--- src/rtl/ccff_chain_loader.sv ---
// Configuration-chain programming controller: serializes host words MSB-first onto
// ccff_head, gates the chain clock while shifting, and captures ccff_tail for readback.
module ccff_chain_loader #(
  parameter int CHAIN_LEN = 36,
  parameter int WORD_W    = 8
) (
  input  logic              prog_clk,
  input  logic              pReset,
  input  logic              cfg_start,
  input  logic              cfg_abort,
  input  logic [WORD_W-1:0] cfg_data,
  input  logic              cfg_valid,
  output logic              cfg_ready,
  output logic              ccff_head,
  output logic              ccff_shift_en,
  input  logic              ccff_tail,
  output logic [WORD_W-1:0] rd_data,
  output logic              rd_valid,
  output logic              busy,
  output logic              done
);

  localparam int BC_W = $clog2(CHAIN_LEN + 1);
  localparam int WC_W = $clog2(WORD_W + 1);

  typedef enum logic [1:0] {
    IDLE      = 2'd0,
    WAIT_WORD = 2'd1,
    SHIFT     = 2'd2,
    DONE      = 2'd3
  } state_t;

  state_t            state, state_nxt;
  logic [BC_W-1:0]   bit_cnt;
  logic [WC_W-1:0]   word_cnt;
  logic [WC_W-1:0]   pad;
  logic [WC_W-1:0]   len_nxt;
  logic [WORD_W-1:0] word_reg;
  logic [WORD_W-1:0] rb_reg;
  logic              accept;
  logic              last_bit;
  logic              start_ok;

  // Bits still owed to the chain, capped at one host word; the last word may be short.
  function automatic logic [WC_W-1:0] word_len(input logic [BC_W-1:0] sent);
    int remaining;
    remaining = CHAIN_LEN - int'(sent);
    if (remaining >= WORD_W) return WC_W'(WORD_W);
    return WC_W'(remaining);
  endfunction

  // A short last word is captured into the LSBs; move it up so unused bits pad with zeros.
  function automatic logic [WORD_W-1:0] align_left(input logic [WORD_W-1:0] v,
                                                   input logic [WC_W-1:0]   sh);
    return v << sh;
  endfunction

  assign cfg_ready = (state == WAIT_WORD);
  assign accept    = (state == WAIT_WORD) && cfg_valid && !cfg_abort;
  assign last_bit  = (state == SHIFT) && (word_cnt == WC_W'(1));
  assign start_ok  = ((state == IDLE) || (state == DONE)) && cfg_start;
  assign len_nxt   = word_len(bit_cnt);

  always_comb begin
    state_nxt = state;
    case (state)
      IDLE:      if (cfg_start) state_nxt = WAIT_WORD;
      WAIT_WORD: if (cfg_valid) state_nxt = SHIFT;
      SHIFT: begin
        if (word_cnt == WC_W'(1)) begin
          if (int'(bit_cnt) == CHAIN_LEN - 1) state_nxt = DONE;
          else                                state_nxt = WAIT_WORD;
        end
      end
      DONE:      if (cfg_start) state_nxt = WAIT_WORD;
      default:   state_nxt = IDLE;
    endcase
    if (cfg_abort) state_nxt = IDLE;
  end

  // Control and registered outputs
  always_ff @(posedge prog_clk or negedge pReset) begin
    if (!pReset) begin
      state         <= IDLE;
      bit_cnt       <= '0;
      word_cnt      <= '0;
      pad           <= '0;
      ccff_head     <= 1'b0;
      ccff_shift_en <= 1'b0;
      rd_data       <= '0;
      rd_valid      <= 1'b0;
      busy          <= 1'b0;
      done          <= 1'b0;
    end else begin
      state         <= state_nxt;
      ccff_shift_en <= (state_nxt == SHIFT);
      busy          <= (state_nxt == WAIT_WORD) || (state_nxt == SHIFT);
      done          <= (state_nxt == DONE);
      rd_valid      <= last_bit && !cfg_abort;

      if (last_bit && !cfg_abort)
        rd_data <= align_left({rb_reg[WORD_W-2:0], ccff_tail}, pad);

      if (accept)
        ccff_head <= cfg_data[WORD_W-1];
      else if ((state == SHIFT) && !last_bit && !cfg_abort)
        ccff_head <= word_reg[WORD_W-2];
      else
        ccff_head <= 1'b0;

      if ((state == IDLE) || start_ok)
        bit_cnt <= '0;
      else if ((state == SHIFT) && !cfg_abort && (int'(bit_cnt) < CHAIN_LEN))
        bit_cnt <= bit_cnt + BC_W'(1);

      if (accept) begin
        word_cnt <= len_nxt;
        pad      <= WC_W'(WORD_W) - len_nxt;
      end else if (state == SHIFT) begin
        word_cnt <= word_cnt - WC_W'(1);
      end
    end
  end

  // Word and readback shift registers
  always_ff @(posedge prog_clk) begin
    if (accept)
      word_reg <= cfg_data;
    else if (state == SHIFT)
      word_reg <= word_reg << 1;

    if ((state == IDLE) || accept)
      rb_reg <= '0;
    else if (state == SHIFT)
      rb_reg <= {rb_reg[WORD_W-2:0], ccff_tail};
  end

endmodule

--- config.mk ---
export PLATFORM = sky130hd
export DESIGN_NAME = ccff_chain_loader
export DESIGN_NICKNAME = d
export VERILOG_FILES = /design/src/rtl/ccff_chain_loader.sv
export SDC_FILE = /design/constraint.sdc
export NUM_CORES = 1
export LEC_CHECK = 0
export CORE_AREA = 5 5 84 70
export DETAILED_ROUTE_END_ITERATION = 16
export DIE_AREA = 0 0 89 75
export PLACE_DENSITY = 0.78
export SLEW_MARGIN = 20
export SYNTH_ARGS = -nofsm -noshare
export SYNTH_HDL_FRONTEND = slang
export SYNTH_SLANG_ARGS = --single-unit
--- constraint.sdc ---
create_clock -name prog_clk -period 1.9 [get_ports prog_clk]
set_input_delay 0.475 -clock prog_clk [delete_from_list [all_inputs] [get_ports prog_clk]]
set_output_delay 0.475 -clock prog_clk [all_outputs]
set_load 0.01 [all_outputs]
# Word-level counts from Yosys, hierarchy flattened
# Index checks and enable logic that the tools add are counted.
[op_classes] eq_ne=8 addsub=4 magnitude_cmp=2 n_reduce_logical=19 n_mux=17 shifts=1
[op_table] cell="4-bit 2-to-1 mux" count=4
[op_table] cell="7-bit 2-to-1 mux" count=2
[op_table] cell="6-bit 2-to-1 mux" count=2
[op_table] cell="2-bit 2-to-1 mux" count=5
[op_table] cell="1-bit logical AND" count=9
[op_table] cell="2-bit equality test (second input constant)" count=4
[op_table] cell="8-bit by 4-bit << shifter with 8-bit output" count=1
[op_table] cell="7-bit by 5-bit >= comparator with 1-bit output (second input constant)" count=1
[op_table] cell="6-bit by 6-bit subtractor with 7-bit output (first input constant)" count=1
[op_table] cell="6-bit by 1-bit adder with 6-bit output (second input constant)" count=1
[op_table] cell="6-bit equality test (second input constant)" count=1
[op_table] cell="6-bit < comparator (second input constant)" count=1
[op_table] cell="2-bit one-hot mux with 3 select lines" count=1
[op_table] cell="2-bit by 1-bit equality test with 1-bit output (second input constant)" count=2
[op_table] cell="4-bit by 1-bit equality test with 1-bit output (second input constant)" count=1
[op_table] cell="1-bit logical OR" count=4
[op_table] cell="2-bit nonzero test" count=2
[op_table] cell="4-bit by 1-bit subtractor with 4-bit output (second input constant)" count=1
[op_table] cell="4-bit subtractor (first input constant)" count=1
[op_table] cell="1-bit 2-to-1 mux" count=3
[op_table] cell="1-bit logical NOT" count=2
[op_table] cell="2-bit logical NOT" count=1
[op_table] cell="2-bit OR reduction" count=1
[totals] output_inout_bits=14 reg_bits=43 in_bits=14

# Longest topological paths before layout
# Gate-level depths: netlist (run 1).
[logic_depth] ltp_word=7 depth_mapped=11

# Least setup slack after synthesis (run 1)
# No wires, ideal clock.
[synth_timing] path_kind="flip-flop to flip-flop" startpoint="reg bit_cnt[0]" endpoint="reg pad[2]" period_less_slack_ps=2055 stages_incl_launch_ff=12 required_time_ps=1813 arrival_ps=1969 setup_slack_ps=-155 setup_ps=87 path_buffers=2 cell_sequence="dfrtp_1 > buf_6 > inv_1 > ha_1 > buf_2 > nor4_1 > or3_1 > nand3_1 > ha_1 > inv_1 > a211o_1 > o211ai_1"
[synth_between] elab_chain_len=5
[synth_lines] item="start: declaration" line="34" rtl="logic [BC_W-1:0] bit_cnt;"
[synth_lines] item="start signal: assignment" line="114" rtl="bit_cnt <= bit_cnt + BC_W'(1);"
[synth_lines] item="6-bit by 6-bit subtractor with 7-bit output (*)" line="47" rtl="remaining = CHAIN_LEN - int'(sent);"
[synth_lines] item="7-bit by 5-bit >= comparator with 1-bit output" line="48" rtl="if (remaining >= WORD_W) return WC_W'(WORD_W);"
[synth_lines] item="1-bit 2-to-1 mux" line="48"
[synth_lines] item="4-bit 2-to-1 mux (*)" line="49" rtl="return WC_W'(remaining);"
[synth_lines] item="4-bit subtractor (*)" line="118" rtl="pad <= WC_W'(WORD_W) - len_nxt;"
[synth_lines] item="end signal: assignment" line="118"
[synth_lines] item="end: declaration" line="36" rtl="logic [WC_W-1:0] pad;"
# Mark *: on every way between the ends. The rest lies on a longest branch, timed or not.
# A chain may end at the register's enable or synchronous reset.

# Worst setup path after layout (run 1)
[layout_timing] startpoint="reg state[0]" endpoint="reg busy"
[layout_between] elab_chain_len=6
[layout_lines] item="start: declaration" line="33" rtl="state_t state, state_nxt;"
[layout_lines] item="start signal: assignment" line="95" rtl="state <= state_nxt;"
[layout_lines] item="2-bit equality test / 2-bit logical NOT (equally long branches)" line="66" rtl="case (state)"
[layout_lines] item="2-bit OR reduction (no source line)"
[layout_lines] item="2-bit one-hot mux with 3 select lines (*)" line="66"
[layout_lines] item="2-bit 2-to-1 mux (*)" line="78" rtl="if (cfg_abort) state_nxt = IDLE;"
[layout_lines] item="named net state_nxt[1]" line="33"
[layout_lines] item="2-bit by 1-bit equality test with 1-bit output / 2-bit equality test (equally long branches)" line="97" rtl="busy <= (state_nxt == WAIT_WORD) || (state_nxt == SHIFT);"
[layout_lines] item="1-bit logical OR (*)" line="97"
[layout_lines] item="end signal: assignment" line="97"
[layout_lines] item="end: declaration" line="19" rtl="output logic busy,"
# The timed path passes the listed nets; every way through them passes the cells marked *.

==> metrics.md, run 1 <==
| Metric | Value |
|---|---|
| Outcome | `finished, final reports clean` |
| Worst hold stages | `2` |
| Vias in the first global route | `1822` |
| Cells after Synth | `235` |
| Tcrit/Tclk final | `0.986` |
| Drt total wl | `5040 um` |
| Post-synth top area cell | `dfrtp_1` |
| Sink Count | `43` |
| Pwr Density | `751 nW/um^2` |
| NumNets Final | `313` |
| Total Routing Usage GR | `0.163` |
| Yosys warns | `0` |
| Ant diodes | `0` |
| Die extent in x | `89 um` |
| FFs w/ async S/R, synth | `0.674` |
| Syn avg cell area | `10.1 um^2` |
| Antenna Nets Post-Route | `0` |
| Hold Path Class | `flip-flop to flip-flop` |
| Final total power | `2.37 mW` |
| Leak | `1.33 nW` |
| Most frequent cell after synthesis | `nand2_1` |
| Syn Std Cell Area | `2380 um^2` |
| Root Buffer Master | `clkbuf_8` |
| Synthesized net count | `259` |
| Port bufs | `27` |
| Via density | `5.27` |
| Synth top area cells | `dfrtp_1 31%, edfxtp_1 8.8%, dfxtp_1 5.9%, nand2_1 5.8%, mux2i_1 5.5%` |
| Synthesis-to-finish area growth | `32.7%` |
| Kind of critical path | `flip-flop to flip-flop` |
| Critical path peak fanout | `2` |
| Worst R2R Start | `state[0]` |
| Hold slack | `0.485 ns` |
| Count of different cell masters after synthesis | `51` |
| Largest register FFs | `8` |
| Hold path startpoint | `rd_data[1]` |
| Hold Path End | `rd_data[1]` |
| First-pass GRT wire length | `8510 um` |
| Initial antenna violation count | `0` |
| TritonCTS Buffers | `5` |
| Post-synth top cells | `37 x nand2_1, 29 x dfrtp_1, 20 x nor2_1, 13 x mux2i_1` |
| CTS H-tree lvls | `2` |
| Pin count of the biggest net entering global routing | `30` |
| CP arrival | `2.11 ns` |
| Row count | `23` |
| Critical Path RT | `2.13 ns` |
| CTS tree | `yes` |
| Place WS | `-0.0487 ns` |
| Global route overflow | `0` |
| Placed insts | `340` |
| Share of cells above drive strength 1 | `0.266` |
| Post-synth EDFFs | `7` |
| Max-cap violation count | `0` |
| Worst reg-to-reg path cell count | `8` |
| Share of the synthesized area in the top cell type | `0.305` |
| Critical path capture point type | `flip-flop` |
| Die H | `75 um` |
| Final Hold Vio Count | `0` |
| Highest Clock Rate | `0.534 GHz` |
| Detail Placement HPWL | `3620 um` |
| Finished Cell Area | `3160 um^2` |
| Sequential fraction of the synthesis area | `0.452` |
| Slew headroom | `0.752` |
| Die Area | `6680 um^2` |
| Met2 usage | `0.241` |
| CTS Buffer Depth | `2` |
| Synthesized flop and latch total | `43` |
| Main synth FF type | `dfrtp_1` |
| M1 GR Usage | `0.235` |
| Measured slew at the worst slew-check pin | `0.372 ns` |
| # IOs | `28` |
| Clock-pin slew on the worst setup and hold paths | `0.08 ns` |
| Final setup violation count | `0` |
| Final Wtd Congestion | `0.780` |
| Routed vias | `1855` |
| Core area | `4920 um^2` |
| Layout Skew | `0.00435 ns` |
| Layout Cells excl Fill | `352` |
| Initial DRC Count | `82` |
| Reg-to-reg slack, setup | `0.03 ns` |
| Drt first pass iters | `4` |
| Initial Util | `0.483` |
| R2R Path End | `busy` |
| Routed len/inst | `14.3 um` |
| Met3 usage in global routing | `0.0416` |
| Setup WS post-layout | `0.0268 ns` |
| Grt peak-use layer | `met2` |
| RSZ-0062 raised after global routing | `yes` |
| Residual DRC | `0` |
| Clock latency on the worst-skew pair | `0.29 ns` |
| Crit path time final | `1.87 ns` |
| Placed inst area | `2950 um^2` |
| Max-slew violations | `0` |
| VDD IR max | `463 uV` |
| Kind of start point of the critical path | `flip-flop` |
==> per-stage QoR <==
stage          utilization  setup TNS, ns
2_1_floorplan            -       -0.00787
6_report             0.641              0
3_5_place_dp         0.599         -0.618
5_1_grt              0.641         -0.147
3_3_place_gp         0.599        -0.0985
4_1_cts              0.630              0
==> kinds of logic (layout without fill, tap and decap cells) <==
family | Yosys count | count (layout) | share of synthesized area
simple gates | 92 | 92 | 0.190
buf+inv | 25 | 80 | 0.0516
fa+ha+maj | 10 | 10 | 0.0526
xor+xnor | 8 | 8 | 0.0295
flops | 43 | 43 | 0.452
compound gates | 37 | 37 | 0.117
mux | 20 | 20 | 0.107
==> timing repair <==
item,in CTS,in global routing
pin swaps,1,2
hold buffers,0,0
gates resized for setup,5,13
buffers inserted,1,3
setup endpoints to repair,2,6
==> worst max-delay path, stage by stage (launching register included) <==
cell and delay [ns]:
dfrtp_1 0.41, inv_2 0.07, ha_2 0.18, and4bb_2 0.24, nand4_1 0.10, or3_4 0.36
a31oi_4 0.17, ha_1 0.25, inv_1 0.05
==> routing by layer <==
layer | wire length [um] | part of all wire
met5 | 0 | 0
met4 | 68 | 0.013
met3 | 218 | 0.043
met2 | 2360 | 0.47
met1 | 2390 | 0.47
==> where the power goes <==
part           internal, mW  total [mW]  switching, mW
sequential             1.01        1.06         0.0541
combinational         0.253       0.475          0.223
clock                 0.525       0.833          0.308
==> worst max-delay path by stage <==
stage                    start  slack [ns]     endpoint
floorplan           bit_cnt[0]      -0.008       pad[2]
global placement     cfg_valid       -0.01  word_reg[0]
detailed placement   cfg_valid       -0.05  word_reg[0]
CTS                 bit_cnt[1]       0.003       pad[2]
global route          state[0]       -0.09         busy
finish                state[0]        0.03         busy
==> placed cells by master (no fill, tap or decap), drive strengths merged, types with 2 or more instances in the layout <==
cell type,Yosys,routed
nand2,37,37
buf,12,35
dfrtp,29,29
clkdlybuf4s50,0,26
nor2,20,20
mux2i,13,13
inv,10,10
ha,10,10
dfxtp,7,7
edfxtp,7,7
clkbuf,3,7
a21oi,6,6
a22o,6,6
o21ai,6,6
nand2b,5,5
xor2,5,5
nand3,5,5
mux4,4,4
nand4,4,4
or2,3,3
mux2,3,3
xnor2,3,3
or3,3,3
nor3,3,3
a31oi,3,3
and4bb,2,2
a211o,2,2
o21a,2,2
nor4,2,2
a41oi,2,2
o41ai,2,2
bufinv,0,2
==> cell type report <==
| type | count | area [um^2] |
|---|---|---|
| clock buffer | 6 | 72.6 |
| clock inverter | 2 | 60.1 |
| fill | 392 | 1770 |
| inverter | 10 | 40.0 |
| multi-input combinational | 167 | 1260 |
| sequential | 43 | 1080 |
| tap | 62 | 77.6 |
| timing repair buffer | 62 | 569 |
Note: power is estimated with default switching activity, not from simulation.
==> inputs of run 2 (changes only) <==
- ABC_AREA: unset -> 0
- CELL_PAD_IN_SITES_DETAIL_PLACEMENT: unset -> 0
- CELL_PAD_IN_SITES_GLOBAL_PLACEMENT: unset -> 2
- CORE_AREA: 5 5 84 70 -> 5 5 103 86
- DIE_AREA: 0 0 89 75 -> 0 0 108 91
- PLACE_DENSITY: 0.78 -> 0.77
==> metrics.md, run 2 (synthesized netlist as in run 1, its figures left out) <==
| Metric | Value |
|---|---|
| Outcome | `finished, final reports clean` |
| Max-cap violation count | `0 (unchanged)` |
| Initial antenna violation count | `0 (unchanged)` |
| Vias in the first global route | `1880 (+3.2%)` |
| Initial DRC Count | `67 (-18%)` |
| Die Area | `9830 um^2 (+47%)` |
| Setup WS post-layout | `0.0412 ns (+0.0144 ns)` |
| Crit-path leading delay family | `simple AND/OR/NAND/NOR gates` |
| Leak | `1.32 nW (-0.79%)` |
| Setup_tns | `0 ns (unchanged)` |
| Pin count of the biggest net entering global routing | `30 (unchanged)` |
| Slowest CP cell | `dfrtp_1` |
| Share of cells above drive strength 1 | `0.281 (+0.0153)` |
| Commonest non-fill, non-tap cell in the layout | `nand2_1` |
| Critical path capture point type | `flip-flop` |
| Die H | `91 um (+21%)` |
| Hold Path Class | `flip-flop to flip-flop` |
| Slew headroom | `0.743 (-0.00912)` |
| CTS tree | `yes` |
| Core area | `7690 um^2 (+56%)` |
| Clock-pin slew on the worst setup and hold paths | `0.08 ns (about the same)` |
| Residual DRC | `0 (unchanged)` |
| VDD IR max | `297 uV (-36%)` |
| Synthesis-to-finish area growth | `35.9%` |
| Hold buffer count at CTS | `0 (unchanged)` |
| # IOs | `28 (unchanged)` |
| Ant diodes | `0 (unchanged)` |
| TritonCTS Buffers | `5 (unchanged)` |
| NumNets Final | `315 (+0.64%)` |
| Routed len/inst | `13.3 um (-7.3%)` |
| Drt first pass iters | `4 (unchanged)` |
| First-pass GRT wire length | `9110 um (+7.1%)` |
| Highest Clock Rate | `0.538 GHz (+0.78%)` |
| Final setup violation count | `0 (unchanged)` |
| Kind of critical path | `flip-flop to flip-flop` |
| Fillcell total | `793 (+100%)` |
| Die extent in x | `108 um (+21%)` |
| Critical Path RT | `2.15 ns (+0.02 ns)` |
| Critical path peak fanout | `2 (unchanged)` |
| Port bufs | `27 (unchanged)` |
| Antenna Nets Post-Route | `0 (unchanged)` |
| Crit path time final | `1.86 ns (-0.0144 ns)` |
| Final total power | `2.16 mW (-8.8%)` |
| Final Wtd Congestion | `0.767 (-1.6%)` |
| Row count | `29 (+26%)` |
| Drt total wl | `5310 um (+5.3%)` |
| Max stage delay on crit path | `0.39 ns (-0.02 ns)` |
| Measured slew at the worst slew-check pin | `0.386 ns (+0.0137 ns)` |
| CP arrival | `2.11 ns (about the same)` |
| Max-slew violations | `0 (unchanged)` |
| Tcrit/Tclk final | `0.978 (-0.00759)` |
| Layout Skew | `0.00246 ns (-0.00189 ns)` |
| Pwr Density | `669 nW/um^2 (-11%)` |
| Final Hold Vio Count | `0 (unchanged)` |
| CTS Buffer Depth | `2 (unchanged)` |
| Global route overflow | `0 (unchanged)` |
| Commonest cells after routing, fill and taps aside | `37 x nand2_1, 34 x buf_4, 27 x dfrtp_1` |
| RSZ-0062 raised after global routing | `yes` |
| Largest register FFs | `8 (unchanged)` |
| Kind of start point of the critical path | `flip-flop` |
| Initial Util | `0.309 (-0.174)` |
| Place WS | `-0.0803 ns (-0.0316 ns)` |
| Clock latency on the worst-skew pair | `0.30 ns (about the same)` |
| CP cell instances | `inv_2 > ha_4 > and4bb_2 > nand4_1 > or3_4 > a31oi_4 > ha_4 > inv_2` |
| Total Routing Usage GR | `0.114 (-0.0491)` |
| Crit path buf inv count | `2 (unchanged)` |
| Root Buffer Master | `clkbuf_8` |
| Sink Count | `43 (unchanged)` |
| CTS H-tree lvls | `2 (unchanged)` |
| Routed vias | `1846 (-0.49%)` |
| Via density | `4.62 (-12%)` |
| Detail Placement HPWL | `3780 um (+4.5%)` |
[run 2: layer usage]
| layer | track usage | share of wire |
|---|---|---|
| met1 | 0.167 | 0.52 |
| met2 | 0.163 | 0.43 |
| met3 | 0.0305 | 0.035 |
| met4 | 0.0358 | 0.013 |
| met5 | 0 | 0 |
[run 2: power breakdown]
part	switching [mW]	internal (mW)	leakage, nW
clock	0.330	0.257	0.0412
combinational	0.241	0.271	0.762
sequential	0.0532	1.01	0.513
[run 2: final timing paths]
path | start | endpoint | slack, ns | cells past startpoint
worst max-delay path | state[0] | busy | 0.04 | 8
max in group asynchronous | pReset | state[1] | 1.04 | 2
worst min register to register | rd_data[0] | rd_data[0] | 0.50 | 2
worst max register to register | state[0] | busy | 0.04 | 8
min in group asynchronous | pReset | bit_cnt[3] | 0.56 | 2
worst min-delay path | rd_data[0] | rd_data[0] | 0.50 | 2
[run 2: through the flow]
step            util  cells  hold WS (ns)  area, um^2
2_1_floorplan      -    235         0.179        2420
5_1_grt        0.420    400         0.530        3230
4_1_cts        0.401    396         0.502        3090
3_3_place_gp   0.389    388         0.473        2990
6_report       0.420    400         0.496        3230
3_5_place_dp   0.389    388         0.474        2990
[run 2: final cells by class]
type | instances | area (um^2) | area share
multi-input cells | 167 | 1330 | 0.410
inverters | 10 | 40.0 | 0.0124
clock buffers | 6 | 72.6 | 0.0225
clock inverters | 2 | 12.5 | 0.00387
well taps | 108 | 135 | 0.0418
repair buffers | 64 | 567 | 0.175
flip-flops and latches | 43 | 1080 | 0.334
[run 2: timing repair]
item                                    in CTS  in global routing
endpoints found under the setup margin       3                  5
pin swaps                                    0                  6
resized for setup                            4                 21
setup buffers                                0                  4
[run 2: worst register-to-register path: cells and delay by family (launching register included)]
kind,cells,cell delay [ns]
AND/OR/NAND/NOR,3,0.70
flip-flops,1,0.39
adder cells (fa/ha/maj),2,0.37
AO/OA/AOI/OAI,1,0.21
buffers and inverters,2,0.14
==> inputs of run 3 (changes only) <==
- CAP_MARGIN: unset -> 10
- CTS_CLUSTER_DIAMETER: unset -> 30
==> results of run 3 <==
Same layout as run 2: the final DEF is identical, and so are final timing and power.
